File: src/rtl/budget_watchdog_timer_pkg.sv
// Shared types and constants for the budget monitor path (budget adder and
// watchdog timer).
package budget_watchdog_timer_pkg;

    localparam int unsigned MAX_TXNS      = 8;
    localparam int unsigned PRESCALER_DIV = 2;
    localparam int unsigned CNT_WIDTH     = 16;
    localparam int unsigned OUT_WIDTH     = $clog2(MAX_TXNS + 1);

    // Cycles of fixed overhead charged per transaction by the budget adder.
    localparam int unsigned TXN_OVERHEAD  = 5;

    typedef enum logic [1:0] {
        IDLE    = 2'd0,
        COUNT   = 2'd1,
        TIMEOUT = 2'd2
    } state_e;

    typedef logic [CNT_WIDTH-1:0] budget_cnt_t;
    typedef logic [OUT_WIDTH-1:0] outstanding_t;

endpackage

File: src/rtl/budget_watchdog_timer_prescaler.sv
// Free-running mod-Div counter; tick_o marks the wrap cycle.
// Div=1 ticks every cycle.
module budget_prescaler #(
    parameter int unsigned Div = 2
) (
    input  logic clk_i,
    input  logic rst_i,
    input  logic clear_i,
    output logic tick_o
);

    localparam int unsigned PW = (Div > 1) ? $clog2(Div) : 1;
    localparam logic [PW-1:0] LAST = PW'(Div - 1);

    logic [PW-1:0] cnt_q;

    // Count up and wrap at LAST; a clear restarts the budget unit.
    always_ff @(posedge clk_i) begin
        if (rst_i || clear_i) begin
            cnt_q <= '0;
        end else if (cnt_q == LAST) begin
            cnt_q <= '0;
        end else begin
            cnt_q <= cnt_q + 1'b1;
        end
    end

    // Tick on the final count of each budget unit.
    always_comb begin
        tick_o = (cnt_q == LAST);
    end

endmodule

File: src/rtl/budget_watchdog_timer.sv
// Watchdog that enforces the accumulated cycle budget of outstanding txns:
// counts down per prescaler tick, reloads on progress, and latches a timeout.
module budget_watchdog_timer
    import budget_watchdog_timer_pkg::*;
#(
    parameter int unsigned MaxTxns      = MAX_TXNS,
    parameter int unsigned PrescalerDiv = PRESCALER_DIV,
    parameter int unsigned CntWidth     = CNT_WIDTH
) (
    input  logic                             clk_i,
    input  logic                             rst_i,
    input  logic [CntWidth-1:0]              budget_i,
    input  logic [$clog2(MaxTxns+1)-1:0]     outstanding_i,
    input  logic                             progress_i,
    input  logic                             enable_i,
    input  logic                             clear_i,
    output logic                             timeout_o,
    output logic                             irq_o,
    output logic [CntWidth-1:0]              remaining_o
);

    localparam logic [CntWidth-1:0] ONE = CntWidth'(1);

    state_e              state_q, state_d;
    logic [CntWidth-1:0] counter_q, counter_d;
    logic [CntWidth-1:0] budget_q;
    logic [CntWidth-1:0] dec_val;
    logic                irq_q, irq_d;
    logic                tick;
    logic                presc_clear;
    logic                active;
    logic                budget_grew;

    // Prescaler only runs while counting; a reload restarts the budget unit.
    always_comb begin
        presc_clear = (state_q != COUNT) || progress_i;
    end

    budget_prescaler #(
        .Div (PrescalerDiv)
    ) u_prescaler (
        .clk_i   (clk_i),
        .rst_i   (rst_i),
        .clear_i (presc_clear),
        .tick_o  (tick)
    );

    // State, countdown, last-seen budget and irq registers.
    always_ff @(posedge clk_i) begin
        if (rst_i) begin
            state_q   <= IDLE;
            counter_q <= '0;
            budget_q  <= '0;
            irq_q     <= 1'b0;
        end else begin
            state_q   <= state_d;
            counter_q <= counter_d;
            budget_q  <= budget_i;
            irq_q     <= irq_d;
        end
    end

    // Next-state selection; progress suppresses an expiring tick.
    always_comb begin
        active  = enable_i && (outstanding_i != '0);
        state_d = state_q;
        unique case (state_q)
            IDLE: begin
                if (active) state_d = COUNT;
            end
            COUNT: begin
                if (!active) begin
                    state_d = IDLE;
                end else if (!progress_i && tick && (counter_q == '0)) begin
                    state_d = TIMEOUT;
                end
            end
            TIMEOUT: begin
                if (clear_i) state_d = IDLE;
            end
            default: state_d = IDLE;
        endcase
    end

    // Countdown datapath: load, reload, decrement, and raise on budget growth.
    // Growth is detected against last cycle's budget so a steady budget does
    // not keep pulling the decrementing counter back up.
    always_comb begin
        budget_grew = (budget_i > budget_q);
        dec_val     = (tick && (counter_q != '0)) ? (counter_q - ONE) : counter_q;
        counter_d   = '0;
        irq_d       = 1'b0;
        unique case (state_q)
            IDLE: begin
                if (state_d == COUNT) counter_d = budget_i;
            end
            COUNT: begin
                if (state_d == TIMEOUT) begin
                    irq_d = 1'b1;
                end else if (state_d == COUNT) begin
                    if (progress_i) begin
                        counter_d = budget_i;
                    end else if (budget_grew && (budget_i > dec_val)) begin
                        counter_d = budget_i;
                    end else begin
                        counter_d = dec_val;
                    end
                end
            end
            default: counter_d = '0;
        endcase
    end

    // Outputs decoded from registered state.
    always_comb begin
        timeout_o   = (state_q == TIMEOUT);
        irq_o       = irq_q;
        remaining_o = counter_q;
    end

endmodule
File: config.mk
export PLATFORM = sky130hd
export DESIGN_NAME = budget_watchdog_timer
export DESIGN_NICKNAME = d
export VERILOG_FILES = /design/src/rtl/budget_watchdog_timer_pkg.sv /design/src/rtl/budget_watchdog_timer_prescaler.sv /design/src/rtl/budget_watchdog_timer.sv
export SDC_FILE = /design/constraint.sdc
export NUM_CORES = 1
export LEC_CHECK = 0
export ABC_AREA = 0
export CORE_MARGIN = 2
export CORE_UTILIZATION = 52
export CTS_CLUSTER_DIAMETER = 30
export DETAILED_ROUTE_END_ITERATION = 16
export PLACE_DENSITY = 0.78
export SLEW_MARGIN = 20
export SYNTH_ARGS = -nofsm -noshare
export SYNTH_HDL_FRONTEND = slang
export SYNTH_HIERARCHICAL = 1
export SYNTH_SLANG_ARGS = --single-unit
File: constraint.sdc
create_clock -name clk_i -period 5.25 [get_ports clk_i]
set_clock_uncertainty 0.05 [all_clocks]
set_input_delay 0.525 -clock clk_i [delete_from_list [all_inputs] [get_ports clk_i]]
set_output_delay 0.525 -clock clk_i [all_outputs]
set_load 0.005 [all_outputs]
# After elaboration in Yosys (flattened, before gate mapping)

Index checks and enable logic that the tools add are counted.
Widths: inputs -> output; s select.

Equality and inequality tests: 5
Order comparisons: 2
Divide/modulo/power cells: 0
Multiplexer cells: 13
Multiply operators: 0
Add/subtract/negate cells: 2
Reduce and logical (&&, ||, !) cells: 14
Shift operators: 0
Bitwise gates (word level): 1

Operators by type and width:

| operator              | count |
|---|---|
| $mux 16               | 6 |
| $gt 16x16->1          | 2 |
| $pmux 16 s2           | 1 |
| $logic_not 16->1      | 1 |
| $reduce_bool 16->1    | 1 |
| $sub 16x1->16 const B | 1 |
| $mux 2                | 4 |
| $pmux 2 s3            | 1 |
| $logic_and 1x1->1     | 5 |
| $eq 2x1->1 const B    | 2 |
| $eq 2x2->1 const B    | 2 |
| $reduce_bool 4->1     | 1 |
| $reduce_or 2->1       | 2 |
| $logic_not 2->1       | 1 |
| $logic_or 1x1->1      | 2 |
| $ne 2x1->1 const B    | 1 |
| $add 1x1->1 const B   | 1 |
| $logic_not 1->1       | 1 |
| $mux 1                | 1 |
| $not 1->1             | 1 |

Bits in registers: 36
Output and inout port bits: 18
Memory bits (read-only): 0
Latch bits: 0
Memories kept: 0
Logic and storage cells: 42
Bits in writable memories: 0
Input port bits: 25

# Longest topological paths before layout

Gate-level depths: netlist of the first run.

Depth after elaboration: 10
Mapped depth: 16

# Hierarchy

The synthesis of the first run kept the hierarchy.

By module, submodules not included:

| module                | sequential area each (um^2) | cells each | area an instance (um^2) | times used |
|---|---|---|---|---|
| budget_watchdog_timer | 700.7                       | 255        | 2294.7                  | 1 |
| budget_prescaler      | 20.0                        | 2          | 30.0                    | 1 |

# Least setup slack after synthesis of the first run

No wires, ideal clock.

Path kind: reg2reg
Start point: register counter_q[7], in the netlist remaining_o[7]
End point: register counter_q[10], in the netlist remaining_o[10]
Cell stages (with the launch flop): 15
Buffers on the path: 3
Required time: 5114 ps
Setup slack: 843 ps
Clock period less this slack: 4407 ps
Setup time: 86 ps
Data arrival time: 4271 ps
Path through: dfxtp_1 -> or4_4 -> or3_1 -> buf_6 -> or4_4 -> a311oi_2 -> a21oi_1 -> ha_1 -> nand4_1 -> or4b_1 -> o221a_2 -> or3_1 -> clkbuf_1 -> buf_2 -> a211oi_1

Word-level cells in the longest chain between the ends: 10

Ends and longest elaborated chain:

| element                                                               | line                        | source |
|---|---|---|
| start: declaration                                                    | budget_watchdog_timer.sv:25 | `logic [CntWidth-1:0] counter_q, counter_d;` |
| start signal: assignment                                              | budget_watchdog_timer.sv:57 | `counter_q <= counter_d;` |
| parallel branches: the longest is 9 deep, another holds $sub 16x1->16 | n/a                         |  |
| $pmux 16 s2 (*)                                                       | budget_watchdog_timer.sv:93 | `unique case (state_q)` |

Mark *: on every way between the ends.
A chain may end at the register's enable or synchronous reset.

# Worst setup path after layout of the first run

Start point: register counter_q[7], in the netlist remaining_o[7]
End point: register counter_q[8], in the netlist remaining_o[8]

The elaborated chain is that of the path after synthesis.

==> metrics.log, run 1 <==
INFO  metric drc = 0
INFO  metric gp_congestion = 0.853
INFO  metric hold_path_class = reg2reg
INFO  metric cts.sinks = 36
INFO  metric synth.ff_latch_count = 36
INFO  metric worstHoldEndpoint = irq_o$_SDFF_PP0_
INFO  metric synthFlopType = sky130_fd_sc_hd__dfxtp_1
INFO  metric seqPwrFrac = 0.448
INFO  metric layout_common_cells = sky130_fd_sc_hd__clkdlybuf4s50_1, sky130_fd_sc_hd__dfxtp_1, sky130_fd_sc_hd__ha_1, sky130_fd_sc_hd__inv_1, sky130_fd_sc_hd__nor4_1
INFO  metric critical_path.startpoint_type = flop
INFO  metric synthDominantCellAreaShare = 0.310
INFO  metric power_frac_clock = 0.314
INFO  metric die_w = 70.9 µm
INFO  metric setup_tns = 0 ns
INFO  metric io_pins = 43
INFO  metric relative_contribution_of_combinational_cells_to_total_power = 0.238
INFO  metric global_route.overflow_total = 0
INFO  metric fin_hold_ws = between 0.4 and 0.5 ns
INFO  metric grt_pass1_vias = slightly below 2000
INFO  metric yosys_warnings = 6
INFO  metric max_slew_margin = 0.598
INFO  metric rsz0062_at_grt = false
INFO  metric antenna_left = 0
INFO  metric dr_total_vias = between 2000 and 2500
INFO  metric critPathKind = reg2reg
INFO  metric worst-slew-pin-transition = between 0.6 and 0.7 ns
INFO  metric cts-root-buf = sky130_fd_sc_hd__clkbuf_8
INFO  metric post_drt_wl_per_cell = roughly 15 µm
INFO  metric regToRegSetupSlack = roughly 0.42 ns
INFO  metric switching_share = 0.293
INFO  metric worstPathRequired = between 5 and 6 ns
INFO  metric place_hpwl = 4150 µm
INFO  metric postCtsHoldBufs = 0
INFO  metric layout-drive-gt1-share = 0.0792
INFO  metric synth_edf_count = 0
INFO  metric drt-pass1-iter-count = 4
INFO  metric most_common_library_cell_in_the_layout_ignoring_fill_and_taps = sky130_fd_sc_hd__clkdlybuf4s50_1
INFO  metric drv.max_cap_violation_count = 0
INFO  metric async_reset_ff_frac = 0
INFO  metric finish.utilization = 0.671
INFO  metric crit_path_end_kind = flop
INFO  metric worstHoldStart = state_q[0]$_SDFF_PP0_
INFO  metric avgViaCountPerCell = ~5.8
INFO  metric report.final.setup_viol = 0
INFO  metric grt_max_degree = 20
INFO  metric power_density = ~230 nW/µm²
INFO  metric outcome = complete, no violations
INFO  metric portBuffers = 42
INFO  metric synth.area.top_cells = sky130_fd_sc_hd__dfxtp_1, sky130_fd_sc_hd__ha_1, sky130_fd_sc_hd__nor4_1
INFO  metric syn2layout_area_growth = 24.8%
INFO  metric cts-buffers-inserted = 5
INFO  metric chipHeight = between 70 and 80 µm
INFO  metric clock_tree.buffer_depth = 2
INFO  metric netlist_cell_types = 44
INFO  metric max-vdd-ir-drop = ~0.18 mV
INFO  metric period_share = 0.920
INFO  metric floorplan.die_area = 5020 µm²
INFO  metric synth_area_per_cell = roughly 9 µm²
INFO  metric post_cts_resize_count = 0
INFO  metric antenna_found_initial = 0
INFO  metric clkSlewWorstSetupHoldPaths = roughly 0.080 ns
INFO  metric initial_utilization = 0.538
INFO  metric netlist_instances = approximately 260
INFO  metric clkLatencyLatePin = ~0.3 ns
INFO  metric power_leakage = around 0.0011 µW
INFO  metric rr_worst_depth = 11
INFO  metric achievable-frequency = slightly above 0.2 GHz
INFO  metric crit_fanout = 16
INFO  metric tritoncts = built
INFO  metric syn-num-nets = approximately 320
INFO  metric std_cell_core_area = ~4300 µm²
INFO  metric fin_nets = approximately 360
INFO  metric final-hold-violation-count = 0
INFO  metric synthDominantAreaCellType = sky130_fd_sc_hd__dfxtp_1
INFO  metric wire_length_of_the_first_global_routing_pass = between 9000 and 10000 µm
INFO  metric final_max_tran_viols = 0
INFO  metric placement_rows = 24
INFO  metric drt_wl_total = 5460 µm
INFO  metric critical_path_arrival = between 4 and 5 ns
INFO  metric min_delay_path_depth = 2
INFO  metric grt.total_usage = 0.227
INFO  metric critical_path.reg2reg.endpoint = remaining_o[8]$_SDFF_PP0_
INFO  metric mappedNetlistArea = 2320 µm²
INFO  metric first_iter_violations = around 180
INFO  metric switch_pwr = a little under 200 µW
INFO  metric ys_seq_area_frac = 0.310
INFO  metric totalPowerFinal = 663 µW
INFO  metric cts_max_level = 2
INFO  metric post-cts-setup-buffer-count = 0
INFO  metric fillerInstances = 373
INFO  metric layout_min_cycle_time = ~4.8 ns
INFO  metric worstReg2RegStart = remaining_o[7]$_SDFF_PP0_
INFO  metric antennaDiodeCount = 0
INFO  metric cell_internal_pwr = around 470 µW
## routing by layer
| layer | part of all wire | vias to the layer above | global-route usage |
|---|---|---|---|
| li1 | - | 1044 | - |
| met1 | 0.47 | 946 | 0.299 |
| met2 | 0.46 | 63 | 0.375 |
| met3 | 0.056 | 10 | 0.0470 |
| met4 | 0.017 | 0 | 0.0671 |
| met5 | 0 | - | 0 |
## power by group through the flow
stage	Combinational, µW	Clock, µW	Sequential [µW]
2_1_floorplan	95.5	0	302
3_3_place_gp	152	0	303
3_5_place_dp	155	0	304
4_1_cts	157	210	297
5_1_grt	175	222	300
6_report	158	208	297
## sequential cells by signal, summed over array words and instances, names as in the netlist
name,cells
budget_q,16
remaining_o,16
state_q,2
irq_o,1
u_prescaler/tick_o,1
## cell usage after synthesis, types with 2 or more instances
master / count
sky130_fd_sc_hd__nand3_1: 3
sky130_fd_sc_hd__dfxtp_1: 36
sky130_fd_sc_hd__o21ai_0: 4
sky130_fd_sc_hd__xor2_1: 2
sky130_fd_sc_hd__nand2_1: 9
sky130_fd_sc_hd__nor4_1: 22
sky130_fd_sc_hd__o21a_1: 2
sky130_fd_sc_hd__inv_1: 21
sky130_fd_sc_hd__a211oi_2: 2
sky130_fd_sc_hd__or4_4: 2
sky130_fd_sc_hd__nor2b_1: 19
sky130_fd_sc_hd__o211ai_1: 2
sky130_fd_sc_hd__and4_1: 2
sky130_fd_sc_hd__nand3b_1: 2
sky130_fd_sc_hd__a211oi_1: 13
sky130_fd_sc_hd__or3_1: 2
sky130_fd_sc_hd__a221oi_1: 2
sky130_fd_sc_hd__ha_1: 34
sky130_fd_sc_hd__nand4_1: 7
sky130_fd_sc_hd__a21o_1: 4
sky130_fd_sc_hd__a21oi_1: 13
sky130_fd_sc_hd__nand2b_1: 4
sky130_fd_sc_hd__nor3_1: 4
sky130_fd_sc_hd__nor2_1: 10
sky130_fd_sc_hd__xnor2_1: 12
sky130_fd_sc_hd__clkbuf_1: 6
## worst max-delay path by stage
stage,startpoint,end,slack (ns),cells after the start
floorplan,remaining_o[7]$_SDFF_PP0_,remaining_o[10]$_SDFF_PP0_,0.84,14
global placement,remaining_o[7]$_SDFF_PP0_,remaining_o[11]$_SDFF_PP0_,0.58,11
detailed placement,remaining_o[7]$_SDFF_PP0_,remaining_o[8]$_SDFF_PP0_,0.49,11
CTS,remaining_o[7]$_SDFF_PP0_,remaining_o[8]$_SDFF_PP0_,0.46,11
global route,remaining_o[7]$_SDFF_PP0_,remaining_o[8]$_SDFF_PP0_,0.25,11
finish,remaining_o[7]$_SDFF_PP0_,remaining_o[8]$_SDFF_PP0_,0.42,11
## area by class of cell
class	instances	area, µm²	area share
clock inverter	2	10.0	0.00345
inverter	21	78.8	0.0272
timing repair buffer	46	450	0.155
sequential	36	721	0.248
tap	52	65.1	0.0224
clock buffer	6	82.6	0.0285
multi-input combinational	192	1490	0.515
## stage by stage
step	instance area (µm²)	worst slack, ns	cells
after floorplan	2320	0.843	257
after global placement	2810	0.576	347
after detailed placement	2810	0.487	347
after CTS	2900	0.456	355
after global routing	2900	0.247	355
final	2900	0.418	355
## logic make-up after synthesis
group	after synthesis	synth area share
simple gates	95	0.249
compound gates	48	0.150
flops	36	0.310
fa+ha+maj	34	0.183
buf+inv	29	0.0506
xor+xnor	14	0.0527
mux	1	0.00431
## worst max-delay path, cell delays in order (launching register included)
cell and delay, ns:
sky130_fd_sc_hd__dfxtp_1 0.34, sky130_fd_sc_hd__or4_4 0.56, sky130_fd_sc_hd__or3_1 0.47, sky130_fd_sc_hd__or4_4 0.57
sky130_fd_sc_hd__a311oi_2 0.24, sky130_fd_sc_hd__a21oi_1 0.09, sky130_fd_sc_hd__ha_1 0.33, sky130_fd_sc_hd__nand4_1 0.11
sky130_fd_sc_hd__or4b_1 0.52, sky130_fd_sc_hd__o221a_2 0.42, sky130_fd_sc_hd__or3_1 0.68, sky130_fd_sc_hd__a211oi_1 0.35
No activity file was read; power rests on OpenSTA's default activity.
==> inputs of run 2 (changes only) <==
--- a/config.mk
+++ b/config.mk
@@ -7,10 +7,11 @@
 export LEC_CHECK = 0
 export ABC_AREA = 0
 export CORE_MARGIN = 2
-export CORE_UTILIZATION = 52
+export CORE_UTILIZATION = 60
 export CTS_CLUSTER_DIAMETER = 30
 export DETAILED_ROUTE_END_ITERATION = 16
-export PLACE_DENSITY = 0.78
+export DONT_BUFFER_PORTS = 1
+export PLACE_DENSITY = 0.75
 export SLEW_MARGIN = 20
 export SYNTH_ARGS = -nofsm -noshare
 export SYNTH_HDL_FRONTEND = slang
==> run 2 against run 1 <==
- final cell count is 13% lower
- final area down 15%
- flip-flop and latch count did not move
- register-to-register slack improved by 0.03 ns
- highest routed layer unchanged
==> metrics.log, run 2 (synthesis results as in run 1) <==
INFO  metric drt_wl_total = 5230 µm (-4.1%)
INFO  metric cts-buffers-inserted = 5 (unchanged)
INFO  metric switch_pwr = 181 µW (-7.1%)
INFO  metric avgViaCountPerCell = 6.17 (+6.1%)
INFO  metric post_drt_wl_per_cell = 17.0 µm (+11%)
INFO  metric number_of_cells_after_detailed_placement = 301 (-13%)
INFO  metric grt_pass1_vias = 1872 (-4.1%)
INFO  metric portBuffers = 0 (-100%)
INFO  metric max-vdd-ir-drop = 0.127 mV (-28%)
INFO  metric switching_share = 0.284 (-0.00923)
INFO  metric cts-root-buf = sky130_fd_sc_hd__clkbuf_8
INFO  metric critical_path_arrival = 4.96 ns (about the same)
INFO  metric layout_common_cells = sky130_fd_sc_hd__dfxtp_1, sky130_fd_sc_hd__ha_1, sky130_fd_sc_hd__inv_1, sky130_fd_sc_hd__nor4_1, sky130_fd_sc_hd__nor2b_1
INFO  metric critical_path.reg2reg.endpoint = remaining_o[7]$_SDFF_PP0_
INFO  metric grt.total_usage = 0.263 (+0.0363)
INFO  metric tritoncts = built
INFO  metric worst-slew-pin-transition = 0.624 ns (+0.0204 ns)
INFO  metric worstPathRequired = 5.41 ns (+0.02 ns)
INFO  metric wire_length_of_the_first_global_routing_pass = 8650 µm (-4.3%)
INFO  metric cell_internal_pwr = 456 µW (-2.8%)
INFO  metric clkSlewWorstSetupHoldPaths = 0.07 ns (about the same)
INFO  metric period_share = 0.916 (-0.00485)
INFO  metric drc = 0 (unchanged)
INFO  metric cp.depth = 11 (unchanged)
INFO  metric std_cell_core_area = 3690 µm² (-15%)
INFO  metric place_hpwl = 4020 µm (-3.0%)
INFO  metric rsz0062_at_grt = false
INFO  metric antenna_found_initial = 0 (unchanged)
INFO  metric crit_path_cell_trace = or4_4 > or3_1 > or4_4 > a311oi_2 > a21oi_1 > ha_1 > nand4_1 > or4b_1 > o221a_2 > or3_1 > a211oi_1
INFO  metric post_cts_resize_count = 0 (unchanged)
INFO  metric cp_slowest_stage_delay = 0.69 ns (about the same)
INFO  metric cts_max_level = 2 (unchanged)
INFO  metric ff_latch_area = 721 µm² (unchanged)
INFO  metric dr_total_vias = 1899 (-7.9%)
INFO  metric grt_max_degree = 20 (unchanged)
INFO  metric global_route.overflow_total = 0 (unchanged)
INFO  metric drv.max_cap_violation_count = 0 (unchanged)
INFO  metric clkLatencyLatePin = 0.30 ns (about the same)
INFO  metric layout_min_cycle_time = 4.81 ns (-0.0254 ns)
INFO  metric fin_nets = 319 (-12%)
INFO  metric initial_utilization = 0.630 (+0.0926)
INFO  metric layout-drive-gt1-share = 0.0885 (+0.00925)
INFO  metric crit_path_end_kind = flop
INFO  metric worst_path_top_cell_family_by_delay = simple AND/OR/NAND/NOR gates
INFO  metric setup_tns = 0 ns (unchanged)
INFO  metric final_max_tran_viols = 0 (unchanged)
INFO  metric crit_fanout = 16 (unchanged)
INFO  metric drt-pass1-iter-count = 4 (unchanged)
INFO  metric syn2layout_area_growth = 6.62%
INFO  metric hold_path_class = in2reg
INFO  metric regToRegSetupSlack = 0.44 ns (+0.03 ns)
INFO  metric report.final.setup_viol = 0 (unchanged)
INFO  metric placement_rows = 22 (-8.3%)
INFO  metric post_layout_nonfiller_instances = 308 (-13%)
INFO  metric worstHoldStart = rst_i
INFO  metric power_frac_clock = 0.345 (+0.031)
INFO  metric outcome = complete, no violations
INFO  metric first_iter_violations = 98 (-45%)
INFO  metric worstReg2RegStart = remaining_o[7]$_SDFF_PP0_
INFO  metric postCtsHoldBufs = 0 (unchanged)
INFO  metric chipHeight = 66.2 µm (-6.5%)
INFO  metric seqPwrFrac = 0.470 (+0.022)
INFO  metric cts.sinks = 36 (unchanged)
INFO  metric min_delay_path_depth = 1 (-1)
INFO  metric max_slew_margin = 0.574 (-0.0243)
INFO  metric cp.buffers_inverters = 0 (unchanged)
INFO  metric critical_path.startpoint_type = flop
INFO  metric rr_worst_depth = 11 (unchanged)
INFO  metric antennaDiodeCount = 0 (unchanged)
INFO  metric power_leakage = 0.000952 µW (-14%)
INFO  metric relative_contribution_of_combinational_cells_to_total_power = 0.185 (-0.053)
INFO  metric critical-path-slowest-cell = sky130_fd_sc_hd__or3_1
INFO  metric fillerInstances = 325 (-13%)
INFO  metric die_w = 66.2 µm (-6.5%)
INFO  metric floorplan.die_area = 4390 µm² (-13%)
INFO  metric most_common_library_cell_in_the_layout_ignoring_fill_and_taps = sky130_fd_sc_hd__dfxtp_1
INFO  metric antenna_left = 0 (unchanged)
INFO  metric multi_input_comb_area = 1490 µm² (unchanged)
INFO  metric power_density = 257 nW/µm² (+12%)
INFO  metric achievable-frequency = 0.208 GHz (+0.53%)
INFO  metric critPathKind = reg2reg
INFO  metric worstHoldEndpoint = u_prescaler/tick_o$_SDFF_PP0_
INFO  metric clock_tree.buffer_depth = 2 (unchanged)
INFO  metric io_pins = 43 (unchanged)
INFO  metric gp_congestion = 0.882 (+3.4%)
INFO  metric final-hold-violation-count = 0 (unchanged)
INFO  metric post-cts-setup-buffer-count = 0 (unchanged)
-- run 2: changes by cell type in the layout (fill, tap and decap cells not counted), sizes merged --
cell           before  now
clkdlybuf4s50      42    0
clkbuf              6    7
clkinv              2    0
-- run 2: worst max path at each step --
stage	slack, ns	end	from
after floorplan	0.84	remaining_o[10]$_SDFF_PP0_	remaining_o[7]$_SDFF_PP0_
after global placement	0.59	remaining_o[13]$_SDFF_PP0_	remaining_o[7]$_SDFF_PP0_
after detailed placement	0.49	remaining_o[12]$_SDFF_PP0_	remaining_o[7]$_SDFF_PP0_
after CTS	0.46	remaining_o[12]$_SDFF_PP0_	remaining_o[7]$_SDFF_PP0_
after global routing	0.24	remaining_o[11]$_SDFF_PP0_	remaining_o[6]$_SDFF_PP0_
final	0.44	remaining_o[7]$_SDFF_PP0_	remaining_o[7]$_SDFF_PP0_
-- run 2: per-stage QoR --
stage | worst slack (ns) | hold WS (ns) | instance area [µm²] | util | total power [µW]
after floorplan | 0.843 | 0.415 | 2320 | - | 398
after global placement | 0.591 | 0.443 | 2380 | 0.646 | 418
after detailed placement | 0.490 | 0.445 | 2380 | 0.646 | 422
after CTS | 0.464 | 0.232 | 2480 | 0.672 | 639
after global routing | 0.241 | 0.228 | 2480 | 0.672 | 670
final | 0.443 | 0.236 | 2480 | 0.672 | 637
-- run 2: layer usage --
metal,global-route usage,wire [µm]
met1,0.338,2430
met2,0.411,2370
met3,0.0903,362
met4,0.0867,71
met5,0,0
-- run 2: worst register-to-register path: stages (launching register included) --
cell	delay [ns]
sky130_fd_sc_hd__dfxtp_1	0.35
sky130_fd_sc_hd__or4_4	0.56
sky130_fd_sc_hd__or3_1	0.46
sky130_fd_sc_hd__or4_4	0.57
sky130_fd_sc_hd__a311oi_2	0.24
sky130_fd_sc_hd__a21oi_1	0.10
sky130_fd_sc_hd__ha_1	0.32
sky130_fd_sc_hd__nand4_1	0.12
sky130_fd_sc_hd__or4b_1	0.52
sky130_fd_sc_hd__o221a_2	0.41
sky130_fd_sc_hd__or3_1	0.69
sky130_fd_sc_hd__a211oi_1	0.33
-- run 2: area by class of cell --
cell class | count | area share
Multi-Input combinational cell | 192 | 0.602
Sequential cell | 36 | 0.291
Clock buffer | 7 | 0.0389
Inverter | 21 | 0.0318
Tap cell | 48 | 0.0242
Timing Repair Buffer | 4 | 0.0121
-- run 2: power by group through the flow --
stage          Sequential, µW  Clock, µW  Combinational, µW
2_1_floorplan             302          0               95.5
3_3_place_gp              305          0                113
3_5_place_dp              306          0                117
4_1_cts                   299        222                118
5_1_grt                   301        235                135
6_report                  299        219                118
